===== src/rtl/uart_io_responder.sv =====
// Memory-mapped 8N1 UART with TX/RX FIFOs, a DATA/STATUS register pair and an RX interrupt.
// All state is clocked on posedge clock and cleared by the asynchronous active-low reset.
module uart_io_responder #(
  parameter int unsigned CLKS_PER_BIT = 434,
  parameter int unsigned FIFO_DEPTH   = 8,
  parameter logic [15:0] BASE_ADDR    = 16'hFF10
) (
  input  logic        clock,
  input  logic        reset,
  input  logic [15:0] read_address,
  input  logic        read_enable,
  output logic [15:0] read_data,
  output logic        read_valid,
  input  logic [15:0] write_address,
  input  logic [15:0] write_data,
  input  logic        write_enable,
  input  logic        uart_rx,
  output logic        uart_tx,
  output logic        irq,
  input  logic        reset_irq
);

  localparam int unsigned PtrW = (FIFO_DEPTH > 1) ? $clog2(FIFO_DEPTH) : 1;
  localparam int unsigned CntW = PtrW + 1;
  localparam logic [15:0] BitLoad    = 16'(CLKS_PER_BIT - 1);
  localparam logic [15:0] HalfLoad   = 16'(CLKS_PER_BIT / 2 - 1);
  localparam logic [CntW-1:0] FullCnt = CntW'(FIFO_DEPTH);
  localparam logic [15:0] StatusAddr = BASE_ADDR + 16'd1;

  typedef enum logic [1:0] {TxIdle, TxStart, TxData, TxStop} tx_state_e;
  typedef enum logic [1:0] {RxIdle, RxStart, RxData, RxStop} rx_state_e;

  // ---------------------------------------------------------------------------
  // Bus decode
  // ---------------------------------------------------------------------------
  logic rd_hit_data, rd_hit_status, wr_hit_data, wr_hit_status;

  assign rd_hit_data   = read_enable && (read_address == BASE_ADDR);
  assign rd_hit_status = read_enable && (read_address == StatusAddr);
  assign wr_hit_data   = write_enable && (write_address == BASE_ADDR);
  assign wr_hit_status = write_enable && (write_address == StatusAddr);

  logic unused_wdata;
  assign unused_wdata = ^{write_data[15:8], write_data[3:0]};

  // ---------------------------------------------------------------------------
  // FIFO storage and pointers
  // ---------------------------------------------------------------------------
  logic [7:0]      tx_mem [FIFO_DEPTH];
  logic [7:0]      rx_mem [FIFO_DEPTH];
  logic [PtrW-1:0] tx_wr_q, tx_rd_q, rx_wr_q, rx_rd_q;
  logic [CntW-1:0] tx_cnt_q, rx_cnt_q;

  logic tx_empty, tx_full, rx_empty, rx_full;
  logic tx_push, tx_pop, rx_push, rx_pop;
  logic tx_drop_set, rx_ovr_set;

  assign tx_empty = (tx_cnt_q == '0);
  assign tx_full  = (tx_cnt_q == FullCnt);
  assign rx_empty = (rx_cnt_q == '0);
  assign rx_full  = (rx_cnt_q == FullCnt);

  // RX FSM outputs
  logic rx_done, rx_ferr_set;

  // A full FIFO still accepts a push when the same cycle pops.
  assign rx_pop      = rd_hit_data && !rx_empty;
  assign rx_push     = rx_done && (!rx_full || rx_pop);
  assign rx_ovr_set  = rx_done && rx_full && !rx_pop;
  assign tx_push     = wr_hit_data && (!tx_full || tx_pop);
  assign tx_drop_set = wr_hit_data && tx_full && !tx_pop;

  always_ff @(posedge clock) begin
    if (tx_push) tx_mem[tx_wr_q] <= write_data[7:0];
  end

  // ---------------------------------------------------------------------------
  // TX FSM
  // ---------------------------------------------------------------------------
  tx_state_e   tx_state_q, tx_state_d;
  logic [15:0] tx_tmr_q, tx_tmr_d;
  logic [2:0]  tx_bit_q, tx_bit_d;
  logic [7:0]  tx_shift_q, tx_shift_d;
  logic        tx_line_q, tx_line_d;
  logic        tx_load;

  always_comb begin
    tx_state_d = tx_state_q;
    tx_tmr_d   = tx_tmr_q;
    tx_bit_d   = tx_bit_q;
    tx_shift_d = tx_shift_q;
    tx_load    = 1'b0;
    tx_pop     = 1'b0;
    case (tx_state_q)
      TxIdle: begin
        if (!tx_empty) tx_load = 1'b1;
      end
      TxStart: begin
        if (tx_tmr_q == '0) begin
          tx_state_d = TxData;
          tx_tmr_d   = BitLoad;
          tx_bit_d   = '0;
        end else begin
          tx_tmr_d = tx_tmr_q - 16'd1;
        end
      end
      TxData: begin
        if (tx_tmr_q == '0) begin
          tx_tmr_d   = BitLoad;
          tx_shift_d = {1'b0, tx_shift_q[7:1]};
          if (tx_bit_q == 3'd7) tx_state_d = TxStop;
          else                  tx_bit_d   = tx_bit_q + 3'd1;
        end else begin
          tx_tmr_d = tx_tmr_q - 16'd1;
        end
      end
      TxStop: begin
        if (tx_tmr_q == '0) begin
          // Chain straight into the next start bit when more data is queued.
          if (!tx_empty) tx_load    = 1'b1;
          else           tx_state_d = TxIdle;
        end else begin
          tx_tmr_d = tx_tmr_q - 16'd1;
        end
      end
      default: tx_state_d = TxIdle;
    endcase
    if (tx_load) begin
      tx_pop     = 1'b1;
      tx_shift_d = tx_mem[tx_rd_q];
      tx_tmr_d   = BitLoad;
      tx_state_d = TxStart;
    end
    case (tx_state_d)
      TxStart: tx_line_d = 1'b0;
      TxData:  tx_line_d = tx_shift_d[0];
      default: tx_line_d = 1'b1;
    endcase
  end

  // ---------------------------------------------------------------------------
  // RX synchroniser and FSM
  // ---------------------------------------------------------------------------
  logic        rx_meta_q, rx_sync_q, rx_prev_q;
  rx_state_e   rx_state_q, rx_state_d;
  logic [15:0] rx_tmr_q, rx_tmr_d;
  logic [2:0]  rx_bit_q, rx_bit_d;
  logic [7:0]  rx_shift_q, rx_shift_d;

  always_comb begin
    rx_state_d  = rx_state_q;
    rx_tmr_d    = rx_tmr_q;
    rx_bit_d    = rx_bit_q;
    rx_shift_d  = rx_shift_q;
    rx_done     = 1'b0;
    rx_ferr_set = 1'b0;
    case (rx_state_q)
      RxIdle: begin
        if (rx_prev_q && !rx_sync_q) begin
          rx_state_d = RxStart;
          rx_tmr_d   = HalfLoad;
        end
      end
      RxStart: begin
        if (rx_tmr_q == '0) begin
          // Line back high at mid start bit: treat as a glitch.
          if (!rx_sync_q) begin
            rx_state_d = RxData;
            rx_tmr_d   = BitLoad;
            rx_bit_d   = '0;
          end else begin
            rx_state_d = RxIdle;
          end
        end else begin
          rx_tmr_d = rx_tmr_q - 16'd1;
        end
      end
      RxData: begin
        if (rx_tmr_q == '0) begin
          rx_tmr_d   = BitLoad;
          rx_shift_d = {rx_sync_q, rx_shift_q[7:1]};
          if (rx_bit_q == 3'd7) rx_state_d = RxStop;
          else                  rx_bit_d   = rx_bit_q + 3'd1;
        end else begin
          rx_tmr_d = rx_tmr_q - 16'd1;
        end
      end
      RxStop: begin
        if (rx_tmr_q == '0) begin
          rx_done     = rx_sync_q;
          rx_ferr_set = !rx_sync_q;
          rx_state_d  = RxIdle;
        end else begin
          rx_tmr_d = rx_tmr_q - 16'd1;
        end
      end
      default: rx_state_d = RxIdle;
    endcase
  end

  always_ff @(posedge clock) begin
    if (rx_push) rx_mem[rx_wr_q] <= rx_shift_q;
  end

  // ---------------------------------------------------------------------------
  // Sticky status, irq and read port
  // ---------------------------------------------------------------------------
  logic        rx_ovr_q, rx_ferr_q, tx_drop_q, irq_q;
  logic [15:0] read_data_q, read_data_d, status_word;
  logic        read_valid_q, read_valid_d;
  logic        tx_idle;

  assign tx_idle = tx_empty && (tx_state_q == TxIdle);

  always_comb begin
    status_word = {4'b0, 4'(rx_cnt_q), 1'b0, tx_drop_q, rx_ferr_q, rx_ovr_q,
                   tx_idle, tx_full, rx_full, !rx_empty};
    read_data_d  = read_data_q;
    read_valid_d = 1'b0;
    if (rd_hit_data) begin
      read_valid_d = 1'b1;
      read_data_d  = rx_empty ? 16'h0000 : {8'h00, rx_mem[rx_rd_q]};
    end else if (rd_hit_status) begin
      read_valid_d = 1'b1;
      read_data_d  = status_word;
    end
  end

  always_ff @(posedge clock or negedge reset) begin
    if (!reset) begin
      tx_wr_q      <= '0;
      tx_rd_q      <= '0;
      tx_cnt_q     <= '0;
      rx_wr_q      <= '0;
      rx_rd_q      <= '0;
      rx_cnt_q     <= '0;
      tx_state_q   <= TxIdle;
      tx_tmr_q     <= '0;
      tx_bit_q     <= '0;
      tx_shift_q   <= '0;
      tx_line_q    <= 1'b1;
      rx_meta_q    <= 1'b1;
      rx_sync_q    <= 1'b1;
      rx_prev_q    <= 1'b1;
      rx_state_q   <= RxIdle;
      rx_tmr_q     <= '0;
      rx_bit_q     <= '0;
      rx_shift_q   <= '0;
      rx_ovr_q     <= 1'b0;
      rx_ferr_q    <= 1'b0;
      tx_drop_q    <= 1'b0;
      irq_q        <= 1'b0;
      read_data_q  <= '0;
      read_valid_q <= 1'b0;
    end else begin
      if (tx_push) tx_wr_q <= tx_wr_q + PtrW'(1);
      if (tx_pop)  tx_rd_q <= tx_rd_q + PtrW'(1);
      tx_cnt_q <= tx_cnt_q + CntW'(tx_push) - CntW'(tx_pop);
      if (rx_push) rx_wr_q <= rx_wr_q + PtrW'(1);
      if (rx_pop)  rx_rd_q <= rx_rd_q + PtrW'(1);
      rx_cnt_q <= rx_cnt_q + CntW'(rx_push) - CntW'(rx_pop);

      tx_state_q <= tx_state_d;
      tx_tmr_q   <= tx_tmr_d;
      tx_bit_q   <= tx_bit_d;
      tx_shift_q <= tx_shift_d;
      tx_line_q  <= tx_line_d;

      rx_meta_q  <= uart_rx;
      rx_sync_q  <= rx_meta_q;
      rx_prev_q  <= rx_sync_q;
      rx_state_q <= rx_state_d;
      rx_tmr_q   <= rx_tmr_d;
      rx_bit_q   <= rx_bit_d;
      rx_shift_q <= rx_shift_d;

      // Set beats a same-cycle W1C clear.
      if (rx_ovr_set)                           rx_ovr_q  <= 1'b1;
      else if (wr_hit_status && write_data[4])  rx_ovr_q  <= 1'b0;
      if (rx_ferr_set)                          rx_ferr_q <= 1'b1;
      else if (wr_hit_status && write_data[5])  rx_ferr_q <= 1'b0;
      if (tx_drop_set)                          tx_drop_q <= 1'b1;
      else if (wr_hit_status && write_data[6])  tx_drop_q <= 1'b0;

      if (rx_push)        irq_q <= 1'b1;
      else if (reset_irq) irq_q <= 1'b0;

      read_data_q  <= read_data_d;
      read_valid_q <= read_valid_d;
    end
  end

  assign uart_tx    = tx_line_q;
  assign irq        = irq_q;
  assign read_data  = read_data_q;
  assign read_valid = read_valid_q;

endmodule


===== config.mk =====
export PLATFORM = sky130hd
export DESIGN_NAME = uart_io_responder
export DESIGN_NICKNAME = d
export VERILOG_FILES = /design/src/rtl/uart_io_responder.sv
export SDC_FILE = /design/constraint.sdc
export NUM_CORES = 1
export LEC_CHECK = 0
export BUFFER_PORTS_ARGS = -buffer_cell sky130_fd_sc_hd__buf_2
export CORE_MARGIN = 2
export CORE_UTILIZATION = 50
export DETAILED_ROUTE_END_ITERATION = 12
export HOLD_SLACK_MARGIN = 0.02
export PLACE_DENSITY = 0.66
export SLEW_MARGIN = 10
export SYNTH_ARGS = -nofsm -noshare
export SYNTH_HDL_FRONTEND = slang
export SYNTH_SLANG_ARGS = --single-unit

===== constraint.sdc =====
create_clock -name clock -period 4.55 [get_ports clock]
set_clock_uncertainty 0.05 [all_clocks]
set_input_delay 0.2275 -clock clock [delete_from_list [all_inputs] [get_ports clock]]
set_output_delay 0.2275 -clock clock [all_outputs]
set_load 0.02 [all_outputs]

## After elaboration in Yosys (flattened, before gate mapping)

Memory sizes are Yosys's and may differ from the RTL's.
Cells that the tools add are included.

| cells by class | value |
|---|---|
| $add $sub $neg | 12 |
| eq/ne operators | 29 |
| multiplexer cells | 62 |
| reduce and logical (&&, ||, !) cells | 48 |

Operators by type and width:

| cell | number |
|---|---|
| two-way mux 16 bit | 10 |
| equality test 16 bit (second input constant) | 4 |
| case mux 16 bit (4 select lines) | 1 |
| logical NOT 16 bit | 2 |
| two-way mux 8 bit | 4 |
| case mux 16 bit (2 select lines) | 1 |
| subtractor 16 x 1 -> 16 bit (second input constant) | 2 |
| two-way mux 2 bit | 12 |
| inequality test 2 bit (second input constant) | 11 |
| two-way mux 1 bit | 21 |
| two-way mux 3 bit | 7 |
| adder 3 x 1 -> 3 bit (second input constant) | 6 |
| nonzero test 2 bit | 9 |
| logical AND 1 bit | 16 |
| case mux 3 bit (2 select lines) | 2 |
| equality test 2 bit (second input constant) | 5 |
| AND reduction 5 bit | 2 |
| adder 4 x 1 -> 4 bit | 2 |
| equality test 4 bit (second input constant) | 2 |
| logical NOT 4 bit | 2 |
| case mux 2 bit (4 select lines) | 1 |
| subtractor 4 x 1 -> 4 bit | 2 |
| equality test 2 x 1 -> 1 bit (second input constant) | 3 |
| equality test 3 bit (second input constant) | 2 |
| other kinds (11) | 22 |

| storage, ports and cells | value |
|---|---|
| flip-flop bits (word level) | 103 |
| memory bits (writable) | 128 |
| input port bits | 54 |
| output and inout port bits | 19 |
| word-level logic and storage cells | 178 |
| memories kept | 2 |

Memories:

| name | words | width | rd ports | clocked after memory_dff | wr ports | line | RTL |
|---|---|---|---|---|---|---|---|
| rx_mem | 8 | 8 | 1 | 0 | 1 | 50 | `logic [7:0] rx_mem [FIFO_DEPTH];` |
| tx_mem | 8 | 8 | 1 | 0 | 1 | 49 | `logic [7:0] tx_mem [FIFO_DEPTH];` |

## Depth between registers and ports, before layout

Gate-level depths: netlist of the first run.

| logic depth | value |
|---|---|
| depth after elaboration | 9 |
| depth in mapped cells | 15 |
| depth with buffers taken out | 13 |

## Worst setup path before layout of the first run

Ideal clock, no wire load.

| timing | value |
|---|---|
| path kind | register -> register |
| from | reg rx_tmr_q[0] |
| to | mem rx_mem[0][0], enable pin |
| library setup time | 0.395 ns |
| data arrival time | 2.988 ns |
| required time | 4.105 ns |
| path slack | 1.117 ns |
| cell stages (with the launch flop) | 11 |
| buffers on the path | 2 |
| clock period less this slack | 3.433 ns |
| cell sequence | dfrtp_1 -> inv_1 -> ha_1 -> or4b_1 -> or3_4 -> or2_1 -> buf_6 -> nor3_4 -> nand2_2 -> buf_6 -> nor4_1 |

| between the ends | value |
|---|---|
| cells in the longest elaborated chain, start to end | 6 |

Ends and longest elaborated chain:

| what | line | RTL |
|---|---|---|
| start: declaration | 146 | `logic [15:0] rx_tmr_q, rx_tmr_d;` |
| start signal: assignment | 273 | `rx_tmr_q <= rx_tmr_d;` |
| logical NOT 16 bit | 189 | `if (rx_tmr_q == '0) begin` |
| two-way mux 1 bit | 189 |  |
| two-way mux 1 bit | 157 | `case (rx_state_q)` |
| logical AND 1 bit | 68 | `assign rx_push = rx_done && (!rx_full \|\| rx_pop);` |
| two-way mux 1 bit | 202 | `if (rx_push) rx_mem[rx_wr_q] <= rx_shift_q;` |
| two-way mux 1 bit (implied by the code) | 202 |  |
| end: declaration | 50 |  |

No other way between the ends.

## Final worst setup path of the first run

| timing | value |
|---|---|
| from | reg rx_tmr_q[0] |
| to | reg rx_cnt_q[2] |

| between the ends | value |
|---|---|
| cells in the longest elaborated chain, start to end | 6 |

Ends and longest elaborated chain:

| what | line | RTL |
|---|---|---|
| logical NOT 16 bit | 189 |  |
| two-way mux 1 bit | 189 |  |
| two-way mux 1 bit | 157 |  |
| logical AND 1 bit | 68 |  |
| adder 4 x 1 -> 4 bit | 261 | `rx_cnt_q <= rx_cnt_q + CntW'(rx_push) - CntW'(rx_pop);` |
| subtractor 4 x 1 -> 4 bit | 261 |  |
| end signal: assignment | 261 |  |
| end: declaration | 52 | `logic [CntW-1:0] tx_cnt_q, rx_cnt_q;` |

No other way between the ends.
A chain may end at the register's enable or synchronous reset.

==> flow_metrics.py, run 1 <==
metrics = {
    "setup_path": {
        "critical_path_required_ps": 4900,
        "critPathBufInv": 3,
        "start_kind": "flip-flop",
        "crit_path_end": "rx_cnt_q[2]",
        "critPathKind": "flip-flop to flip-flop",
        "startpoint": "rx_tmr_q[0]",
        "r2r_slack_ps": 910,
        "path_cells": "inv_1, ha_1, or4b_1, or3_4, or2_1, nor3_4, nand2_2, ha_1, inv_1, ha_1, inv_1, fa_1, xnor2_1",
        "cp-end-kind": "flip-flop",
        "cp_slowest_stage_delay_ps": 490,
        "r2r-start": "rx_tmr_q[0]",
        "cp_top_family": "simple AND/OR/NAND/NOR gates",
        "path_max_fanout": 12,
        "critPathArrivalTime_ps": 3990,
        "r2r_end": "rx_cnt_q[2]",
        "worst-path-stages": 13,
        "critPathSlowestCell": "or4b_1",
        "r2r_cells": 13,
    },
    "routing": {
        "wl_per_cell_um": 17.6,
        "routed_wl_mm": 19.9,
        "drc": 0,
        "vias": 6416,
        "first_pass_iters": 5,
        "dr.first_iter.drc_count": 381,
        "vias_per_cell": 5.68,
        "ant_nets": 0,
    },
    "synthesis": {
        "yosys.area.top_type_share_pct": 37.0,
        "synth-seq-cells": 227,
        "yosysWarnings": 0,
        "syn-cell-area_um2": 10400,
        "synth-main-ff-cell": "edfxtp_1",
        "netlist_instances": 751,
        "ys_types": 85,
        "synth_edf_count": 128,
        "syn_avg_cell_area_um2": 13.8,
        "synth_top_cell_by_area": "edfxtp_1",
        "ys_async_sr_fraction_pct": 43.6,
        "netlist_top_cells_area": "edfxtp_1, dfrtp_1, mux4_2",
        "ys_seq_area_share_pct": 60.8,
    },
    "clock_tree": {
        "clkSinkCount": 227,
        "cts_tree": "done",
        "post_cts_resized": 0,
        "clk_path_buf_depth": 3,
        "root_buffer": "clkbuf_16",
        "clkLatencyLatePin_ps": 510,
        "cts_setup_buffers": 0,
        "hold_buffers": 12,
        "cts_buffers": 25,
        "h-tree-depth": 1,
        "clk_pin_slew_ps": 60,
    },
    "floorplan": {
        "ios": 73,
        "dieArea_um2": 22000,
        "initial_core_util_pct": 51.2,
        "coreArea_um2": 20300,
        "die_h_um": 148,
        "die_w_um": 148,
        "num_rows": 52,
    },
    "sta": {
        "post-route-min-period_ps": 3640,
        "final.setup.tns_ps": 0,
        "rsz0062_at_grt": "no",
        "timing.fmax_mhz": 275,
        "setup_ws_ps": 914,
        "holdWs_ps": 75.9,
        "slew_viol_final": 0,
        "setup_viol": 0,
        "period_share_pct": 79.9,
        "max-slew-margin-rel_pct": 27.4,
        "worst_slew_pin_slew_ps": 1090,
        "hold_violations": 0,
    },
    "place": {
        "portBuffers": 60,
        "dp.cells": 1072,
        "hpwl_mm": 13.4,
        "gp_congestion": 0.829,
        "dp_slack_ps": 932,
        "postPlaceCellArea_um2": 11000,
    },
    "final_layout": {
        "fill_cells": 1626,
        "synthToLayoutAreaGrowth_pct": 14.8,
        "final_area_um2": 11900,
        "drive_above_1_share_pct": 22.8,
        "stdcell_count": 1130,
        "layout.nets": 930,
        "layout_commonest_cell": "edfxtp_1",
        "fin_util_pct": 58.8,
        "final_cell_mix": "edfxtp_1, dfrtp_1, buf_2",
        "antenna_cells": 0,
    },
    "global_routing": {
        "grt_max_degree": 72,
        "grt_use_total_pct": 18.7,
        "antenna_found_initial": 0,
        "grt_pass1_wl_mm": 33.0,
        "grt_pass1_vias": 6598,
        "overflow": 0,
    },
    "power": {
        "leakage_nw": 4.76,
        "p_total_mw": 5.02,
        "ir_drop_v": 0.000392,
        "power.density_nw_per_um2": 421,
    },
    "min_path": {
        "min_path_type": "primary input to flip-flop",
        "min_from": "read_address[0]",
    },
    "job": {
        "max_cap_violations": 0,
    },
    "outcome": {
        "status": "completed",
    },
}
==> synth_stat cells (9+ instances only) <==
| cell type | number |
|---|---|
| a211oi_1 | 12 |
| a21oi_1 | 26 |
| clkbuf_1 | 13 |
| dfrtp_1 | 95 |
| edfxtp_1 | 128 |
| ha_1 | 33 |
| inv_1 | 33 |
| mux2_2 | 13 |
| mux2i_1 | 17 |
| mux4_2 | 32 |
| nand2_1 | 46 |
| nor2_1 | 52 |
| nor2b_1 | 9 |
| nor3_1 | 21 |
| nor4_1 | 15 |
| o21ai_0 | 28 |
| xnor2_1 | 21 |
==> per-layer routing <==
layer,vias up,part of all wire [%],global-route usage (%)
li1,3032,-,-
met1,3229,44,25.3
met2,120,50,32.0
met3,35,3.8,2.67
met4,0,2.1,4.90
met5,-,0,0
==> cell type report <==
type                       count  area, um2  area share (%)
multi-input combinational    463       3780            31.7
clock buffer                  30        644            5.40
tap                          270        338            2.83
clock inverter                16        166            1.39
inverter                      35        131            1.10
sequential                   227       6330            53.0
timing repair buffer          89        551            4.61
==> kinds of logic (layout without fill, tap and decap cells) <==
group	Yosys count	in the layout	synth area share (%)
AOI/OAI and AO/OA	130	130	8.94
DFF	227	227	60.8
and+or+nand+nor	208	208	10.9
buffers and inverters	64	170	2.89
muxes	62	62	9.98
xor gates and xnor gates	24	24	2.02
other	1	4	0.0361
adders and majority gates	35	35	4.36
==> sequential cells by signal, indices dropped and copies added (netlist names), 2 cells and up, named ones only <==
name        flops
read_data      12
rx_bit_q        3
rx_cnt_q        4
rx_mem         64
rx_rd_q         3
rx_shift_q      8
rx_tmr_q       16
rx_wr_q         3
tx_bit_q        3
tx_cnt_q        4
tx_mem         64
tx_rd_q         3
tx_shift_q      8
tx_state_q      2
tx_tmr_q       16
tx_wr_q         3
==> worst reg2reg max path: cells and delay by family (launching register included) <==
kind	cells	cell delay, ps
XOR/XNOR	1	130
AND/OR/NAND/NOR	5	1640
buffers and inverters	3	220
adder cells (fa/ha/maj)	4	1020
flip-flops	1	450
==> worst min path at each step <==
stage	to	slack, ps	depth (start not counted)
finish	read_data[1]	80	3
global route	read_data[2]	100	3
CTS	read_data[1]	50	3
detailed placement	rx_meta_q	290	1
global placement	rx_meta_q	290	1
floorplan	async pin	-120	0
==> power breakdown <==
group          switching, mW  leakage [nW]  internal (mW)
combinational          0.424          1.92          0.274
sequential            0.0956          2.43           2.26
clock                  0.784         0.397           1.19
total                   1.30          4.76           3.72
Note: power is estimated with default switching activity, not from simulation.
==> run 2, diff against run 1 <==
Settings changed: ABC_AREA set to 1.
Clock period 4.55 ns to 3.6 ns, I/O delays scaled along.
==> flow_metrics.py, run 2 <==
metrics = {
    "outcome": {
        "status": "completed",
    },
    "min_path": {
        "min_to": "read_data[10]",
        "min_path_type": "primary input to flip-flop",
        "min_from": "read_address[13]",
        "min_delay_path_depth": 5,
    },
    "power": {
        "ir_drop_v": 0.000296,
        "power.density_nw_per_um2": 502,
        "leakage_nw": 5.20,
    },
    "floorplan": {
        "initial_core_util_pct": 50.7,
        "dieArea_um2": 22400,
        "ios": 73,
        "die_w_um": 150,
        "num_rows": 53,
        "coreArea_um2": 20900,
        "die_h_um": 150,
    },
    "sta": {
        "slew_viol_final": 0,
        "setup_viol": 0,
        "final.setup.tns_ps": 0,
        "max-slew-margin-rel_pct": 32.6,
        "post-route-min-period_ps": 2800,
        "rsz0062_at_grt": "no",
        "worst_slew_pin_slew_ps": 1010,
        "hold_violations": 0,
        "timing.fmax_mhz": 358,
        "period_share_pct": 77.7,
    },
    "setup_path": {
        "critical_path_required_ps": 3940,
        "start_kind": "flip-flop",
        "r2r-start": "rx_tmr_q[3]",
        "critPathKind": "flip-flop to flip-flop",
        "path_max_fanout": 5,
        "startpoint": "rx_tmr_q[3]",
        "r2r_slack_ps": 800,
        "critPathArrivalTime_ps": 3130,
        "r2r_cells": 14,
        "r2r_end": "rx_cnt_q[2]",
        "cp-end-kind": "flip-flop",
    },
    "final_layout": {
        "final_area_um2": 12100,
        "final_cell_mix": "nand2_1, nor2_1, edfxtp_1",
        "fin_util_pct": 58.1,
        "multiInputGateArea_um2": 3780,
        "stdcell_count": 1453,
        "layout_commonest_cell": "nand2_1",
        "drive_above_1_share_pct": 12.6,
        "antenna_cells": 0,
        "seqCellArea_um2": 6330,
        "fill_cells": 1798,
        "layout.nets": 1252,
        "reg_top3": "rx_mem (64), tx_mem (64)",
        "synthToLayoutAreaGrowth_pct": 14.7,
    },
    "job": {
        "max_cap_violations": 0,
    },
    "synthesis": {
        "synth_top_cells_by_count": "nand2_1, nor2_1, edfxtp_1",
        "yosysMostFrequentCell": "nand2_1",
        "synth-main-ff-cell": "edfxtp_1",
        "synth_compound_area_share_pct": 9.98,
        "netlist_instances": 1069,
        "netlist_top_cells_area": "edfxtp_1, dfrtp_1, nand2_1",
        "ys_types": 50,
        "synth_top_cell_by_area": "edfxtp_1",
        "syn-cell-area_um2": 10600,
        "synth-seq-cells": 227,
        "synth-adder-area-share_pct": 4.28,
        "yosys.area_share.simple_pct": 18.9,
        "synth_top_family_by_area": "simple AND/OR/NAND/NOR gates",
        "yosys.area.top_type_share_pct": 36.3,
        "ys_seq_area_share_pct": 59.8,
        "synth_xor_area_share_pct": 2.32,
        "synth_edf_count": 128,
        "syn_avg_cell_area_um2": 9.90,
        "ys_async_sr_fraction_pct": 43.6,
        "yosysWarnings": 0,
        "muxShareOfSynthArea_pct": 0.106,
    },
    "clock_tree": {
        "root_buffer": "clkbuf_16",
        "clkLatencyLatePin_ps": 500,
        "cts_tree": "done",
        "cts_buffers": 23,
        "h-tree-depth": 1,
        "cts_setup_buffers": 0,
        "clk_pin_slew_ps": 60,
        "clk_path_buf_depth": 3,
        "clkSinkCount": 227,
    },
    "routing": {
        "routed_wl_mm": 22.7,
        "first_pass_iters": 5,
        "wl_per_cell_um": 15.6,
        "vias": 7605,
        "dr.first_iter.drc_count": 407,
        "vias_per_cell": 5.23,
        "drc": 0,
        "ant_nets": 0,
    },
    "global_routing": {
        "antenna_found_initial": 0,
        "grt_max_degree": 66,
        "grt_use_total_pct": 20.9,
        "grt_pass1_wl_mm": 37.4,
        "grt_pass1_vias": 7424,
        "overflow": 0,
    },
    "place": {
        "portBuffers": 60,
        "postPlaceCellArea_um2": 11300,
        "hpwl_mm": 14.9,
        "dp.cells": 1401,
        "gp_congestion": 0.858,
    },
}
[run 2: cell count changes in the layout (fill, tap and decap cells not counted), sizes merged, moves of 12 or more]
| cell | change |
|---|---|
| nor2 | +112 |
| xnor2 | -13 |
| xor2 | +17 |
| nand2 | +168 |
| mux2 | -12 |
| a211oi | -12 |
| o22ai | +31 |
| o21ai | +74 |
| nor4 | -16 |
| nand3 | +43 |
| mux2i | -17 |
| inv | +53 |
| or3 | -12 |
| mux4 | -32 |
[run 2: timing repair]
action | CTS | global route
hold buffers | 12 | 0
hold endpoints to repair | 126 | 0
resized for setup | 0 | 0
[run 2: area by class of cell]
cell class	count	area share, %
timing repair buffer	93	4.78
multi-input combinational	723	31.2
clock inverter	11	1.28
clock buffer	29	4.92
inverter	95	2.94
sequential	227	52.1
tap	275	2.83
[run 2: cells by family (layout without fill, tap and decap cells)]
family                   after synthesis  count (layout)
AO/OA/AOI/OAI                        187             187
XOR/XNOR                              28              28
adder cells (fa/ha/maj)               35              35
buffers and inverters                122             228
flip-flops                           227             227
multiplexers                           1               1
other                                  1               4
AND/OR/NAND/NOR                      468             468
[run 2: critical path: stages (launching register included)]
cell,delay [ps]
dfrtp_1,410
nor2_1,260
nand2_1,90
nor2_1,130
nand2_2,120
inv_2,120
nand2_1,100
nor2_2,200
nand2_1,120
ha_1,300
inv_1,50
ha_1,160
inv_1,60
fa_1,380
xnor2_1,130
[run 2: routing by layer]
| layer | GRT usage [%] | up-vias | wire length (um) | share of wire (%) |
|---|---|---|---|---|
| met5 | 0 | - | 0 | 0 |
| met4 | 5.33 | 0 | 472 | 2.1 |
| met2 | 36.1 | 125 | 11200 | 49 |
| met1 | 28.4 | 3651 | 10300 | 45 |
| li1 | - | 3796 | - | - |
| met3 | 2.38 | 33 | 733 | 3.2 |
[run 2: power breakdown]
part           switching (mW)  total [mW]  internal (mW)
logic                   0.502       0.774          0.271
clock network           0.948        2.41           1.46
registers              0.0800        2.92           2.84
total                    1.53        6.10           4.57
[run 2: worst max-delay path by stage]
stage / endpoint / slack (ps) / cells after the start
floorplan: tx_cnt_q[2] / 900 / 12
CTS: rx_cnt_q[2] / 770 / 14
global placement: tx_cnt_q[2] / 840 / 12
global route: rx_cnt_q[1] / 570 / 14
finish: rx_cnt_q[2] / 800 / 14
detailed placement: rx_cnt_q[2] / 800 / 14
[run 2: per-stage QoR]
| stage | hold slack (ps) | power (mW) | setup slack (ps) |
|---|---|---|---|
| final | 110 | 6.10 | 803 |
| after global routing | 147 | 6.40 | 570 |
| after CTS | 99.5 | 6.16 | 771 |
| after detailed placement | 254 | 3.73 | 799 |
| after global placement | 254 | 3.72 | 838 |
| after floorplan | -166 | 3.52 | 898 |
